===== config.mk =====
export PLATFORM = sky130hd
export DESIGN_NAME = led7_scan_decoder
export DESIGN_NICKNAME = d
export VERILOG_FILES = /design/src/rtl/led7_scan_decoder_pkg.sv /design/src/rtl/led7_seg_decode.sv /design/src/rtl/led7_scan_decoder.sv
export VERILOG_INCLUDE_DIRS = /design/src /design/src/rtl
export SDC_FILE = /design/constraint.sdc
export NUM_CORES = 1
export LEC_CHECK = 0
export ABC_AREA = 1
export CORE_MARGIN = 8
export CORE_UTILIZATION = 59
export CTS_CLUSTER_SIZE = 8
export DETAILED_ROUTE_END_ITERATION = 6
export PLACE_DENSITY = 0.9
export SETUP_SLACK_MARGIN = 0.02
export SYNTH_ARGS = -nofsm -noshare
export SYNTH_HDL_FRONTEND = slang
export SYNTH_SLANG_ARGS = --single-unit

===== constraint.sdc =====
create_clock -name i_w_clk -period 4.4 [get_ports i_w_clk]
set_input_delay 1.1 -clock i_w_clk [delete_from_list [all_inputs] [get_ports i_w_clk]]
set_output_delay 1.1 -clock i_w_clk [all_outputs]
set_load 0.02 [all_outputs]

===== src/rtl/led7_defs.vh =====
// Segment patterns shared by the 7-segment encoder and decoder.
// Bit order is gfedcba: bit0 = segment a ... bit6 = segment g, active-high.
// LED7_ILLEGAL is the value reported for any unrecognised pattern.
`ifndef LED7_DEFS_VH
`define LED7_DEFS_VH

`define LED7_PAT_0 7'b0111111
`define LED7_PAT_1 7'b0000110
`define LED7_PAT_2 7'b1011011
`define LED7_PAT_3 7'b1001111
`define LED7_PAT_4 7'b1100110
`define LED7_PAT_5 7'b1101101
`define LED7_PAT_6 7'b1111101
`define LED7_PAT_7 7'b0000111
`define LED7_PAT_8 7'b1111111
`define LED7_PAT_9 7'b1100111

`define LED7_ILLEGAL 4'hF

`endif


===== src/rtl/led7_scan_decoder_pkg.sv =====
// Shared types, widths and helpers for the 7-segment scan decoder.
// Latency: n/a (declarations only).
// Backpressure: n/a (declarations only).
package led7_scan_decoder_pkg;

  // Run counter width covers the largest stability window (255).
  localparam int CNT_W = 8;
  // Width of one decoded BCD digit.
  localparam int VAL_W = 4;

  // One decoded digit: BCD value plus its legality flag.
  typedef struct packed {
    logic [VAL_W-1:0] value;
    logic             legal;
  } digit_t;

  // Next run length: restart at 1 on any change, otherwise count up and saturate at the limit.
  function automatic logic [CNT_W-1:0] f_run_next(
    input logic [CNT_W-1:0] cnt,
    input logic             same,
    input logic [CNT_W-1:0] limit
  );
    if (!same) return CNT_W'(1);
    if (cnt >= limit) return limit;
    return cnt + CNT_W'(1);
  endfunction

endpackage


===== src/rtl/led7_seg_decode.sv =====
// Decodes one 7-segment pattern into a BCD value and a legality flag.
// Latency: purely combinational.
// Backpressure: none; output follows the input.
`include "led7_defs.vh"

module led7_seg_decode
  import led7_scan_decoder_pkg::*;
(
  input  logic [6:0]       i_w_seg,
  output logic [VAL_W-1:0] o_w_value,
  output logic             o_w_legal
);

  // Table lookup; anything that is not one of the ten digit shapes is flagged illegal.
  always_comb begin
    o_w_value = `LED7_ILLEGAL;
    o_w_legal = 1'b1;
    case (i_w_seg)
      `LED7_PAT_0: o_w_value = 4'd0;
      `LED7_PAT_1: o_w_value = 4'd1;
      `LED7_PAT_2: o_w_value = 4'd2;
      `LED7_PAT_3: o_w_value = 4'd3;
      `LED7_PAT_4: o_w_value = 4'd4;
      `LED7_PAT_5: o_w_value = 4'd5;
      `LED7_PAT_6: o_w_value = 4'd6;
      `LED7_PAT_7: o_w_value = 4'd7;
      `LED7_PAT_8: o_w_value = 4'd8;
      `LED7_PAT_9: o_w_value = 4'd9;
      default: begin
        o_w_value = `LED7_ILLEGAL;
        o_w_legal = 1'b0;
      end
    endcase
  end

endmodule


===== src/rtl/led7_scan_decoder.sv =====
// Recovers BCD digits from a multiplexed 7-segment bus and presents whole frames.
// Latency: a digit commits STABLE_CYCLES edges after it appears; its frame is presented on that same edge.
// Backpressure: frame held until i_w_frame_ready; a frame completing while one is pending is dropped (o_w_overrun).
module led7_scan_decoder
  import led7_scan_decoder_pkg::*;
#(
  parameter int DIGITS        = 4,
  parameter int STABLE_CYCLES = 3
) (
  input  logic                i_w_clk,
  input  logic                i_w_reset,
  input  logic [6:0]          i_w_seg,
  input  logic [DIGITS-1:0]   i_w_an,
  input  logic                i_w_frame_ready,
  output logic [4*DIGITS-1:0] o_w_frame,
  output logic [DIGITS-1:0]   o_w_frame_legal,
  output logic                o_w_frame_valid,
  output logic                o_w_error,
  output logic                o_w_overrun
);

  localparam int               SMP_W    = DIGITS + 7;
  localparam logic [CNT_W-1:0] L_STABLE = CNT_W'(STABLE_CYCLES);

  // Registered state.
  logic [SMP_W-1:0]    r_sample;
  logic [CNT_W-1:0]    r_run_cnt;
  logic [DIGITS-1:0]   r_seen;
  logic [4*DIGITS-1:0] r_stage_val;
  logic [DIGITS-1:0]   r_stage_legal;
  logic [4*DIGITS-1:0] r_frame;
  logic [DIGITS-1:0]   r_frame_legal;
  logic                r_frame_valid;
  logic                r_error;
  logic                r_overrun;

  // Combinational next-state and decode.
  logic [SMP_W-1:0]    w_sample_in;
  logic                w_same;
  logic [CNT_W-1:0]    w_run_nxt;
  logic                w_commit;
  logic                w_an_onehot;
  logic                w_an_multi;
  logic                w_digit_commit;
  logic [VAL_W-1:0]    w_dec_value;
  logic                w_dec_legal;
  digit_t              w_dec;
  logic [DIGITS-1:0]   w_seen_nxt;
  logic [4*DIGITS-1:0] w_stage_val_nxt;
  logic [DIGITS-1:0]   w_stage_legal_nxt;
  logic                w_complete;
  logic                w_load;

  assign w_sample_in = {i_w_an, i_w_seg};

  led7_seg_decode u_seg_decode (
    .i_w_seg   (i_w_seg),
    .o_w_value (w_dec_value),
    .o_w_legal (w_dec_legal)
  );

  assign w_dec = '{value: w_dec_value, legal: w_dec_legal};

  // Run length of the current bus value; commit exactly once per run when it reaches the window.
  // The "not already saturated" term lets a one-cycle window commit on every change but not on a hold.
  always_comb begin
    w_same    = (w_sample_in == r_sample);
    w_run_nxt = f_run_next(r_run_cnt, w_same, L_STABLE);
    w_commit  = (w_run_nxt == L_STABLE) && (!w_same || (r_run_cnt != L_STABLE));
  end

  // Merge a committed one-hot digit into staging and detect a completed frame on the same edge.
  always_comb begin
    w_an_onehot       = $onehot(i_w_an);
    w_an_multi        = (i_w_an != '0) && !w_an_onehot;
    w_digit_commit    = w_commit && w_an_onehot;
    w_stage_val_nxt   = r_stage_val;
    w_stage_legal_nxt = r_stage_legal;
    w_seen_nxt        = r_seen;
    if (w_digit_commit) begin
      w_seen_nxt = r_seen | i_w_an;
      for (int k = 0; k < DIGITS; k++) begin
        if (i_w_an[k]) begin
          w_stage_val_nxt[4*k +: 4] = w_dec.value;
          w_stage_legal_nxt[k]      = w_dec.legal;
        end
      end
    end
    w_complete = w_digit_commit && (&w_seen_nxt);
    w_load     = w_complete && (!r_frame_valid || i_w_frame_ready);
  end

  // Sample the bus every edge and track how long it has been steady.
  always_ff @(posedge i_w_clk or posedge i_w_reset) begin
    if (i_w_reset) begin
      r_sample  <= '0;
      r_run_cnt <= '0;
    end else begin
      r_sample  <= w_sample_in;
      r_run_cnt <= w_run_nxt;
    end
  end

  // Accumulate committed digits; the seen mask restarts once a frame is complete.
  always_ff @(posedge i_w_clk or posedge i_w_reset) begin
    if (i_w_reset) begin
      r_seen        <= '0;
      r_stage_val   <= '0;
      r_stage_legal <= '0;
    end else begin
      r_seen        <= w_complete ? '0 : w_seen_nxt;
      r_stage_val   <= w_stage_val_nxt;
      r_stage_legal <= w_stage_legal_nxt;
    end
  end

  // Output frame handshake plus one-cycle error and overrun pulses.
  always_ff @(posedge i_w_clk or posedge i_w_reset) begin
    if (i_w_reset) begin
      r_frame       <= '0;
      r_frame_legal <= '0;
      r_frame_valid <= 1'b0;
      r_error       <= 1'b0;
      r_overrun     <= 1'b0;
    end else begin
      r_error   <= w_commit && w_an_multi;
      r_overrun <= w_complete && !w_load;
      if (w_load) begin
        r_frame       <= w_stage_val_nxt;
        r_frame_legal <= w_stage_legal_nxt;
        r_frame_valid <= 1'b1;
      end else if (r_frame_valid && i_w_frame_ready) begin
        r_frame_valid <= 1'b0;
      end
    end
  end

  assign o_w_frame       = r_frame;
  assign o_w_frame_legal = r_frame_legal;
  assign o_w_frame_valid = r_frame_valid;
  assign o_w_error       = r_error;
  assign o_w_overrun     = r_overrun;

endmodule


==> flow_summary.json, run 1 <==
{
  "synthMuxAreaShare": 0,
  "p_leak_uw": 0.00194,
  "totalPowerFinal_uw": 1250,
  "synth_top_family_by_area": "simple AND/OR/NAND/NOR gates",
  "cts.repair.resized": 0,
  "yosysSeqAreaShare": 0.547,
  "hpwl_um": 4620,
  "postCtsSetupBuffers": 0,
  "syn_area_per_cell_um2": 8.77,
  "clk_latency_ns": 0.34,
  "pwr-share-clk": 0.438,
  "clock_path_buffers": 2,
  "synth_compound_area_frac": 0.0311,
  "antenna_found_initial": 0,
  "rr_startpoint": "r_run_cnt[0]",
  "fin_skew_ns": 0.00677,
  "pwr-share-comb": 0.065,
  "max_cap_violations": 0,
  "worstMarginPinSlew_ns": 0.799,
  "overflow": 0,
  "synth_fa_ha_area_frac": 0.0232,
  "setup_ws_ns": 0.362,
  "area_delta_synth_final_pct": 21.7,
  "period_needed_ns": 4.04,
  "clockRootBuffer": "clkbuf_8",
  "r2r_slack_ns": 1.90,
  "max_slew_margin": 0.463,
  "power_density_mw_per_mm2": 340,
  "cts_tree": "built",
  "io_pins": 37,
  "synth-main-ff-cell": "dfrtp_1",
  "endpoint_kind": "flop",
  "setup_viol_count_final": 0,
  "h-tree-depth": 3,
  "num_rows": 26,
  "wl_um": 6520,
  "place_congestion": 0.864,
  "netlist-cell-type-count": 30,
  "start_util": 0.602,
  "dieArea_mm2": 0.00766,
  "required_ns": 4.63,
  "r2r-end": "o_w_frame[0]",
  "fin_crit_sh": 0.918,
  "io_buffers": 36,
  "cts_buffers": 9,
  "vias": 2436,
  "synthTopCellsByArea": "dfrtp_1 55%, nand2_1 17%, inv_1 4.4%",
  "synth_area_leader_cell": "dfrtp_1",
  "avgViaCountPerCell": 5.22,
  "die_h_um": 87.5,
  "slew_violations": 0,
  "die_w_um": 87.5,
  "core_area_mm2": 0.00501,
  "final_nets": 413,
  "ant_nets": 0,
  "final-hold-violation-count": 0,
  "wire_per_inst_um": 14.0,
  "power.switching_uw": 277,
  "swShare": 0.221,
  "final_common_cell": "nand2_1",
  "timing_worst_setup_path_type": "input pin to flop",
  "worst_ep_arrival_time_ns": 4.26,
  "yosys_warnings": 0,
  "syn-cell-area_mm2": 0.00302,
  "synth_seq_cells": 66,
  "vdd_drop_max_mv": 0.272,
  "startpoint": "i_w_an[1]",
  "tns_ns": 0,
  "rsz0062_at_grt": "no",
  "drc": 0,
  "synth_top_area_frac": 0.547,
  "grt_pass1_vias": 2469,
  "hold_path.class": "flop to flop",
  "netlist_instances": 344,
  "crit_end": "o_w_frame[0]",
  "start_kind": "input pin",
  "grt_use_total": 0.188,
  "clk_pin_slew_ns": 0.07,
  "finish.utilization": 0.733,
  "dp_slack_ns": 0.0178,
  "final_cells": 467,
  "synthSimpleGateAreaFrac": 0.314,
  "critPathMaxFanout": 20,
  "r2r.worst_path.cells": 11,
  "synth-xor-area-share": 0.0145,
  "grt_max_degree": 42,
  "p_int_uw": 973,
  "max_freq_mhz": 248,
  "grt_pass1_wl_um": 11000,
  "first_pass_iters": 4,
  "final_cell_mix": "133 x nand2_1, 66 x dfrtp_1, 36 x clkdlybuf4s50_1",
  "final_layout_size_suffix_gt1_frac": 0.0957,
  "diodes": 0,
  "synth_edf_count": 0,
  "place_inst": 453,
  "ys_async_sr_fraction": 1.00,
  "status": "finished clean",
  "numClockSinks": 66,
  "cts_hold_buf": 0,
  "drt_iter0_markers": 181,
  "seqPwrFrac": 0.496
}
==> logic make-up after synthesis <==
family                   count (synthesis)
XOR/XNOR                                 5
adder cells (fa/ha/maj)                  5
flip-flops                              66
other                                    1
buffers and inverters                   46
AND/OR/NAND/NOR                        204
AO/OA/AOI/OAI                           17
==> layer usage <==
metal  track usage  vias up  routed length, um
li1              -     1179                  -
met1         0.215     1171               2670
met2         0.311       70               3350
met3        0.0415       16                320
met4         0.122        0                185
met5             0        -                  0
==> registers in the layout, indices dropped and copies added (netlist names) <==
signal / count
o_w_frame_legal: 4
r_seen: 4
r_stage_legal: 4
o_w_overrun: 1
o_w_frame: 16
o_w_frame_valid: 1
r_stage_val: 16
r_run_cnt: 8
o_w_error: 1
r_sample: 11
==> cell type report <==
type                    count  area (um^2)
inverters                  38          143
clock buffers              11          141
fillers                   376         1340
clock inverters             3         65.1
well taps                  70         87.6
repair buffers             42          405
flip-flops and latches     66         1650
multi-input cells         237         1180
==> power by group through the flow <==
stage	registers, uW	logic [uW]	clock network [uW]
6_report	620	81.9	548
5_1_grt	621	93.1	580
4_1_cts	620	82.4	555
3_5_place_dp	632	81.6	0
3_3_place_gp	631	78.1	0
2_1_floorplan	631	46.4	0
==> through the flow <==
step                hold WS, ns  cell area, um^2
finish                    0.475             3670
CTS                       0.474             3670
global route              0.498             3670
floorplan                 0.445             3040
detailed placement        0.458             3470
global placement          0.457             3470
==> critical path, cell delays in order <==
cell	delay, ns
clkdlybuf4s50_1	0.54
inv_1	0.11
fa_1	0.52
inv_1	0.05
ha_1	0.18
ha_1	0.27
nor3_1	0.29
inv_2	0.08
nor2_4	0.18
nand2_4	0.10
nand2_2	0.11
nand2_4	0.07
nor2_8	0.19
nand3_4	0.24
nand2_1	0.15
nand2_1	0.06
==> cells in the mapped netlist, types with 3 or more instances <==
cell / number
nand2_1: 133
dfrtp_1: 66
inv_1: 35
nand4_1: 21
nor2_1: 20
o21ai_0: 13
nand3_1: 7
nor3_1: 5
xnor2_1: 5
buf_6: 4
ha_1: 4
inv_2: 3
nand2_2: 3
nand2_4: 3
==> worst min-delay path by stage <==
stage                startpoint          endpoint  slack [ns]  cells after the start
2_1_floorplan  r_stage_legal[0]  r_stage_legal[0]        0.44                      2
6_report          o_w_frame[12]     o_w_frame[12]        0.47                      2
4_1_cts            o_w_frame[4]      o_w_frame[4]        0.47                      2
5_1_grt            o_w_frame[4]      o_w_frame[4]        0.50                      2
3_3_place_gp       o_w_frame[5]      o_w_frame[5]        0.46                      2
3_5_place_dp       o_w_frame[4]      o_w_frame[4]        0.46                      2
Power figures use the tool's default switching activity.
==> run 2, diff against run 1 <==
--- a/config.mk
+++ b/config.mk
@@ -13,6 +13,7 @@
 export DETAILED_ROUTE_END_ITERATION = 6
 export PLACE_DENSITY = 0.9
 export SETUP_SLACK_MARGIN = 0.02
+export SLEW_MARGIN = 20
 export SYNTH_ARGS = -nofsm -noshare
 export SYNTH_HDL_FRONTEND = slang
 export SYNTH_SLANG_ARGS = --single-unit
==> results of run 2 <==
Final layout, timing and power as in run 1 (identical DEF).
==> RTL change 1 (flow settings as in run 2) <==
The package constant `CNT_W` goes from 8 to 12.
--- a/src/rtl/led7_scan_decoder_pkg.sv
+++ b/src/rtl/led7_scan_decoder_pkg.sv
@@ -6,3 +6,3 @@
   // Run counter width covers the largest stability window (255).
-  localparam int CNT_W = 8;
+  localparam int CNT_W = 12;
   // Width of one decoded BCD digit.
Function: same outputs for any inputs over 10 cycles, from zero or initial values and one cycle with i_w_reset high; that may be too few to reach the edited logic, so the function may still have changed.
==> RTL change 1 against run 2 <==
The flow now finishes with violations (design-rule violations); synthesized area grew 8.2%; power grew 0.14%; wire length grew 10%; combinational power grew 13%; cell area grew 7.9%; worst setup slack gained 0.14 ns; sequential share of layout area shrank 0.75 points; sequential power grew 6.5%; clock skew grew 0.0010 ns; sequential cell count grew 4; maximum frequency grew 3.6%; utilization shrank 0.47 points; critical path type unchanged; critical endpoint is now o_w_frame[10].
==> RTL change 1: results (changes against run 2) <==
cts_max_path_buffers: 2  # unchanged
cts_buffers: 9  # unchanged
finalNetCount: 461  # was 413
num-fill-cells: 398  # was 376
hpwl_mm: 5.22  # was 4.62 mm
worstHoldStart: "o_w_frame[8]"  # was o_w_frame[12]
reg2reg_from: "r_run_cnt[0]"  # unchanged
htreeDepth: 3  # unchanged
globalplace.congestion: 0.930  # was 0.864
grt_pass1_wl_mm: 12.4  # was 11.0 mm
finClkSkew_ns: 0.00779  # was 0.00677 ns
synth.distinct_cells: 28  # was 30
area_delta_synth_final_pct: 21.3  # was 21.7%
track_usage: 0.186  # was 0.188
synth_commonest_cells: "nand2_1, dfrtp_1, inv_1, nor2_1, nand4_1"  # was nand2_1, dfrtp_1, inv_1, nand4_1, nor2_1
wl_mm: 7.20  # was 6.52 mm
viasPerCell: 5.28  # was 5.22
r2r_cells: 13  # was 11
slowest_stage: "clkdlybuf4s50_1"  # unchanged
drt_iter0_drc: 289  # was 181
rr_endpoint: "o_w_frame[10]"  # was o_w_frame[0]
hold-path-endpoint: "o_w_frame[8]"  # was o_w_frame[12]
min_path_cells: 2  # unchanged
async_flop_share: 1.00  # unchanged
timing.slew.headroom: 0.515  # was 0.463
post_cts_buffers: 0  # unchanged
drc: 3  # was 0
cp_max_fo: 20  # unchanged
grt_max_degree: 50  # was 42
p_leak_uw: 0.00212  # was 0.00194 µW
slowest_delay_ns: 0.53
seq_area_frac_synth: 0.537  # was 0.547
worst_ep_arrival_time_ns: 4.12  # was 4.26 ns
internal_power_uw: 959  # was 973 µW
postCtsResizedCells: 0  # unchanged
port_buffers: 36  # unchanged
violations: "design-rule violations"
reg2reg_slack_ns: 2.08  # was 1.90 ns
status: "finished, violations left"  # was finished, final reports clean
first_pass_iters: 7  # was 4
postPlaceCellArea_um2: 3770  # was 3470 µm²
clk_pin_slew_ns: 0.07  # about the same
hold_class: "register to register"  # unchanged
clock_latency_ns: 0.34  # about the same
grt_pass1_vias: 2719  # was 2469
yosysWarnings: 0  # unchanged
synth_area_leaders: "dfrtp_1, nand2_1, nand4_1, inv_1, nor2_1"  # was dfrtp_1, nand2_1, inv_1, nand4_1, nor2_1
antenna_found_initial: 0  # unchanged
drive_gt1_frac: 0.105  # was 0.0957
ir_drop_v: 0.000346  # was 0.000272 V
## RTL change 1: cells by family (layout without fill, tap and decap cells)
logic type / count (synthesis) / after routing / synth area share
compound gates: 19 / 19 / 0.0333
xor+xnor: 5 / 5 / 0.0134
fa+ha+maj: 5 / 5 / 0.0215
buf+inv: 54 / 106 / 0.0671
flops: 70 / 70 / 0.537
other cells: 1 / 10 / 0.00115
simple gates: 231 / 231 / 0.327
## RTL change 1: per-layer routing
layer  wire length [µm]  track usage  vias up
met4                192       0.0915        0
li1                   -            -     1321
met2               3660        0.303       79
met1               2990        0.221     1318
met3                365       0.0515       18
met5                  0            0        -
## RTL change 1: power groups by stage
stage	registers [µW]	logic, µW	clock network (µW)
2_1_floorplan	672	52.5	0
3_3_place_gp	672	88.8	0
3_5_place_dp	672	92.4	0
4_1_cts	660	93.1	506
5_1_grt	661	106	535
6_report	660	92.8	499
## RTL change 1: worst max path at each step
stage,start,end,slack [ns]
floorplan,i_w_an[0],o_w_frame[15],0.84
global placement,i_w_an[1],o_w_frame[14],0.27
detailed placement,i_w_an[1],o_w_frame[3],0.20
CTS,i_w_an[1],o_w_frame[10],0.51
global route,i_w_an[1],o_w_frame[9],0.31
finish,i_w_an[1],o_w_frame[10],0.50
## RTL change 1: final cells by class
class	count	area, µm²	share of cell area
well taps	72	90.1	0.0227
clock inverters	5	50.0	0.0126
flip-flops and latches	70	1750	0.442
inverters	45	169	0.0426
clock buffers	10	138	0.0347
repair buffers	46	435	0.110
multi-input cells	270	1330	0.335
## RTL change 1: critical path: cells and delay by family
kind / cells / cell delay (ns)
fa+ha+maj: 3 / 0.96
buf+inv: 5 / 1.05
simple gates: 8 / 0.99
## RTL change 1: metrics by stage
stage	std cells	worst slack [ns]	power [µW]	hold WS, ns
finish	518	0.501	1250	0.473
global route	518	0.311	1300	0.497
CTS	518	0.515	1260	0.479
detailed placement	503	0.199	765	0.463
global placement	503	0.267	760	0.459
floorplan	394	0.841	724	0.445
==> RTL change 2 (config.mk and constraints of run 2) <==
Made on the original files. `r_stage_val` and `r_stage_legal` no longer have a reset.
--- a/src/rtl/led7_scan_decoder.sv
+++ b/src/rtl/led7_scan_decoder.sv
@@ -107,9 +107,10 @@
       r_seen        <= '0;
-      r_stage_val   <= '0;
-      r_stage_legal <= '0;
     end else begin
       r_seen        <= w_complete ? '0 : w_seen_nxt;
-      r_stage_val   <= w_stage_val_nxt;
-      r_stage_legal <= w_stage_legal_nxt;
     end
+  end
+
+  always_ff @(posedge i_w_clk) begin
+    r_stage_val   <= w_stage_val_nxt;
+    r_stage_legal <= w_stage_legal_nxt;
   end
Behaviour: same outputs for any inputs over 10 cycles, from zero or initial values and one cycle with i_w_reset high; that may be too few to reach the edited logic, so the function may still have changed.
==> RTL change 2 against run 2 <==
Highest routed layer unchanged; largest cell class unchanged; sequential cell count stayed put; wire length is 0.98% higher; power decreased by 4.2%; synthesized area is 3.5% lower; via count up 1.8%; synthesized cell count up 2.3%; first-iteration DRC count fell by 8.3%; cell count rose by 1.3%; clock power is 8.9% lower; hold slack lost 0.0043 ns; cell area shrank 3.2%; worst setup slack improved by 0.097 ns.
==> RTL change 2: results (changes against run 2) <==
cts_max_path_buffers: 2  # unchanged
timing.slew.headroom: 0.486  # was 0.463
postCtsResizedCells: 0  # unchanged
htreeDepth: 3  # unchanged
antenna_left: 0  # unchanged
post_cts_buffers: 0  # unchanged
synth_area_leaders: "dfrtp_1, nand2_1, dfxtp_1, nand4_1, inv_1"  # was dfrtp_1, nand2_1, inv_1, nand4_1, nor2_1
hpwl_mm: 4.41  # was 4.62 mm
vias: 2480  # was 2436
ctsRootBufferMaster: "clkbuf_8"  # unchanged
num-fill-cells: 349  # was 376
antenna_found_initial: 0  # unchanged
cts_buffers: 9  # unchanged
finalNetCount: 420  # was 413
port_buffers: 36  # unchanged
clk_pin_slew_ns: 0.07  # about the same
first_pass_iters: 5  # was 4
drive_gt1_frac: 0.101  # was 0.0957
dp_slack_ns: 0.0913  # was 0.0178 ns
seq_area_frac_synth: 0.533  # was 0.547
grt_max_degree: 29  # was 42
worst_ep_arrival_time_ns: 4.17  # was 4.26 ns
num_antenna_cells: 0  # unchanged
ir_drop_v: 0.000250  # was 0.000272 V
status: "finished, final reports clean"  # unchanged
wl_per_cell_um: 13.9  # was 14.0 µm
clock_latency_ns: 0.35
globalplace.congestion: 0.874  # was 0.864
grt_pass1_vias: 2422  # was 2469
synth.distinct_cells: 29  # was 30
drt_iter0_drc: 166  # was 181
track_usage: 0.186  # was 0.188
cp_max_fo: 20  # unchanged
finClkSkew_ns: 0.0105  # was 0.00677 ns
grt_pass1_wl_mm: 10.8  # was 11.0 mm
yosysWarnings: 0  # unchanged
yosys_most_used_dff: "dfrtp_1"  # unchanged
async_flop_share: 0.697  # was 1.00
hold_class: "register to register"  # unchanged
p_leak_uw: 0.00180  # was 0.00194 µW
synth_commonest_cells: "nand2_1, dfrtp_1, inv_1, nor2_1, nand4_1"  # was nand2_1, dfrtp_1, inv_1, nand4_1, nor2_1
[RTL change 2: cell count changes after synthesis, moves of 4 or more]
cell / change
dfxtp_1: +20
buf_4: +4
inv_1: -4
dfrtp_1: -20
nor2_1: +5
[RTL change 2: area by class of cell]
type	instances	area [µm²]	share of cell area
flip-flops and latches	66	1550	0.436
multi-input cells	244	1170	0.329
repair buffers	44	420	0.118
clock buffers	11	141	0.0398
inverters	36	135	0.0380
well taps	67	83.8	0.0236
clock inverters	5	53.8	0.0151
[RTL change 2: power breakdown]
part	total, µW	leakage, µW	internal [µW]	switching, µW
registers	617	0.000749	613	4.03
logic	81.6	0.000944	30.5	51.0
clock network	499	0.000103	275	224
total	1200	0.00180	919	279
[RTL change 2: routing by layer]
layer	GRT usage	vias to the layer above	routed length, µm
li1	-	1207	-
met1	0.214	1161	2770
met2	0.315	95	3320
met3	0.0463	17	366
met4	0.0908	0	125
met5	0	-	0
[RTL change 2: cells by family (layout without fill, tap and decap cells)]
family                   Yosys count  in the layout  share of synthesized area
flip-flops                        66             66                      0.533
AND/OR/NAND/NOR                  209            209                      0.320
XOR/XNOR                           5              5                     0.0150
adder cells (fa/ha/maj)            5              5                     0.0241
other                              1              6                    0.00129
AO/OA/AOI/OAI                     19             19                     0.0348
buffers and inverters             47             96                     0.0722
[RTL change 2: final timing paths]
path                                     from            end  slack, ns  cells past startpoint
min in group asynchronous           i_w_reset  o_w_frame[11]       1.08                      2
worst max register to register    r_sample[5]   o_w_frame[9]       2.10                     14
worst min register to register  o_w_frame[13]  o_w_frame[13]       0.47                      2
worst max-delay path                i_w_an[1]   o_w_frame[9]       0.46                     14
worst min-delay path            o_w_frame[13]  o_w_frame[13]       0.47                      2
max in group asynchronous           i_w_reset   o_w_frame[2]       2.54                      3
[RTL change 2: stage by stage]
step | cells | utilization | instance area (µm²)
after detailed placement | 457 | 0.707 | 3360
after CTS | 473 | 0.748 | 3550
after global routing | 473 | 0.748 | 3550
after floorplan | 357 | - | 2930
after global placement | 457 | 0.707 | 3360
final | 473 | 0.748 | 3550
[RTL change 2: critical path: stages]
cell	delay, ns
clkdlybuf4s50_1	0.57
inv_2	0.08
fa_1	0.50
inv_1	0.04
ha_1	0.17
ha_1	0.28
nor3_2	0.36
nand3_2	0.24
inv_2	0.12
nor2_2	0.06
inv_2	0.06
nand3_2	0.32
nand2_1	0.18
nand2_1	0.08
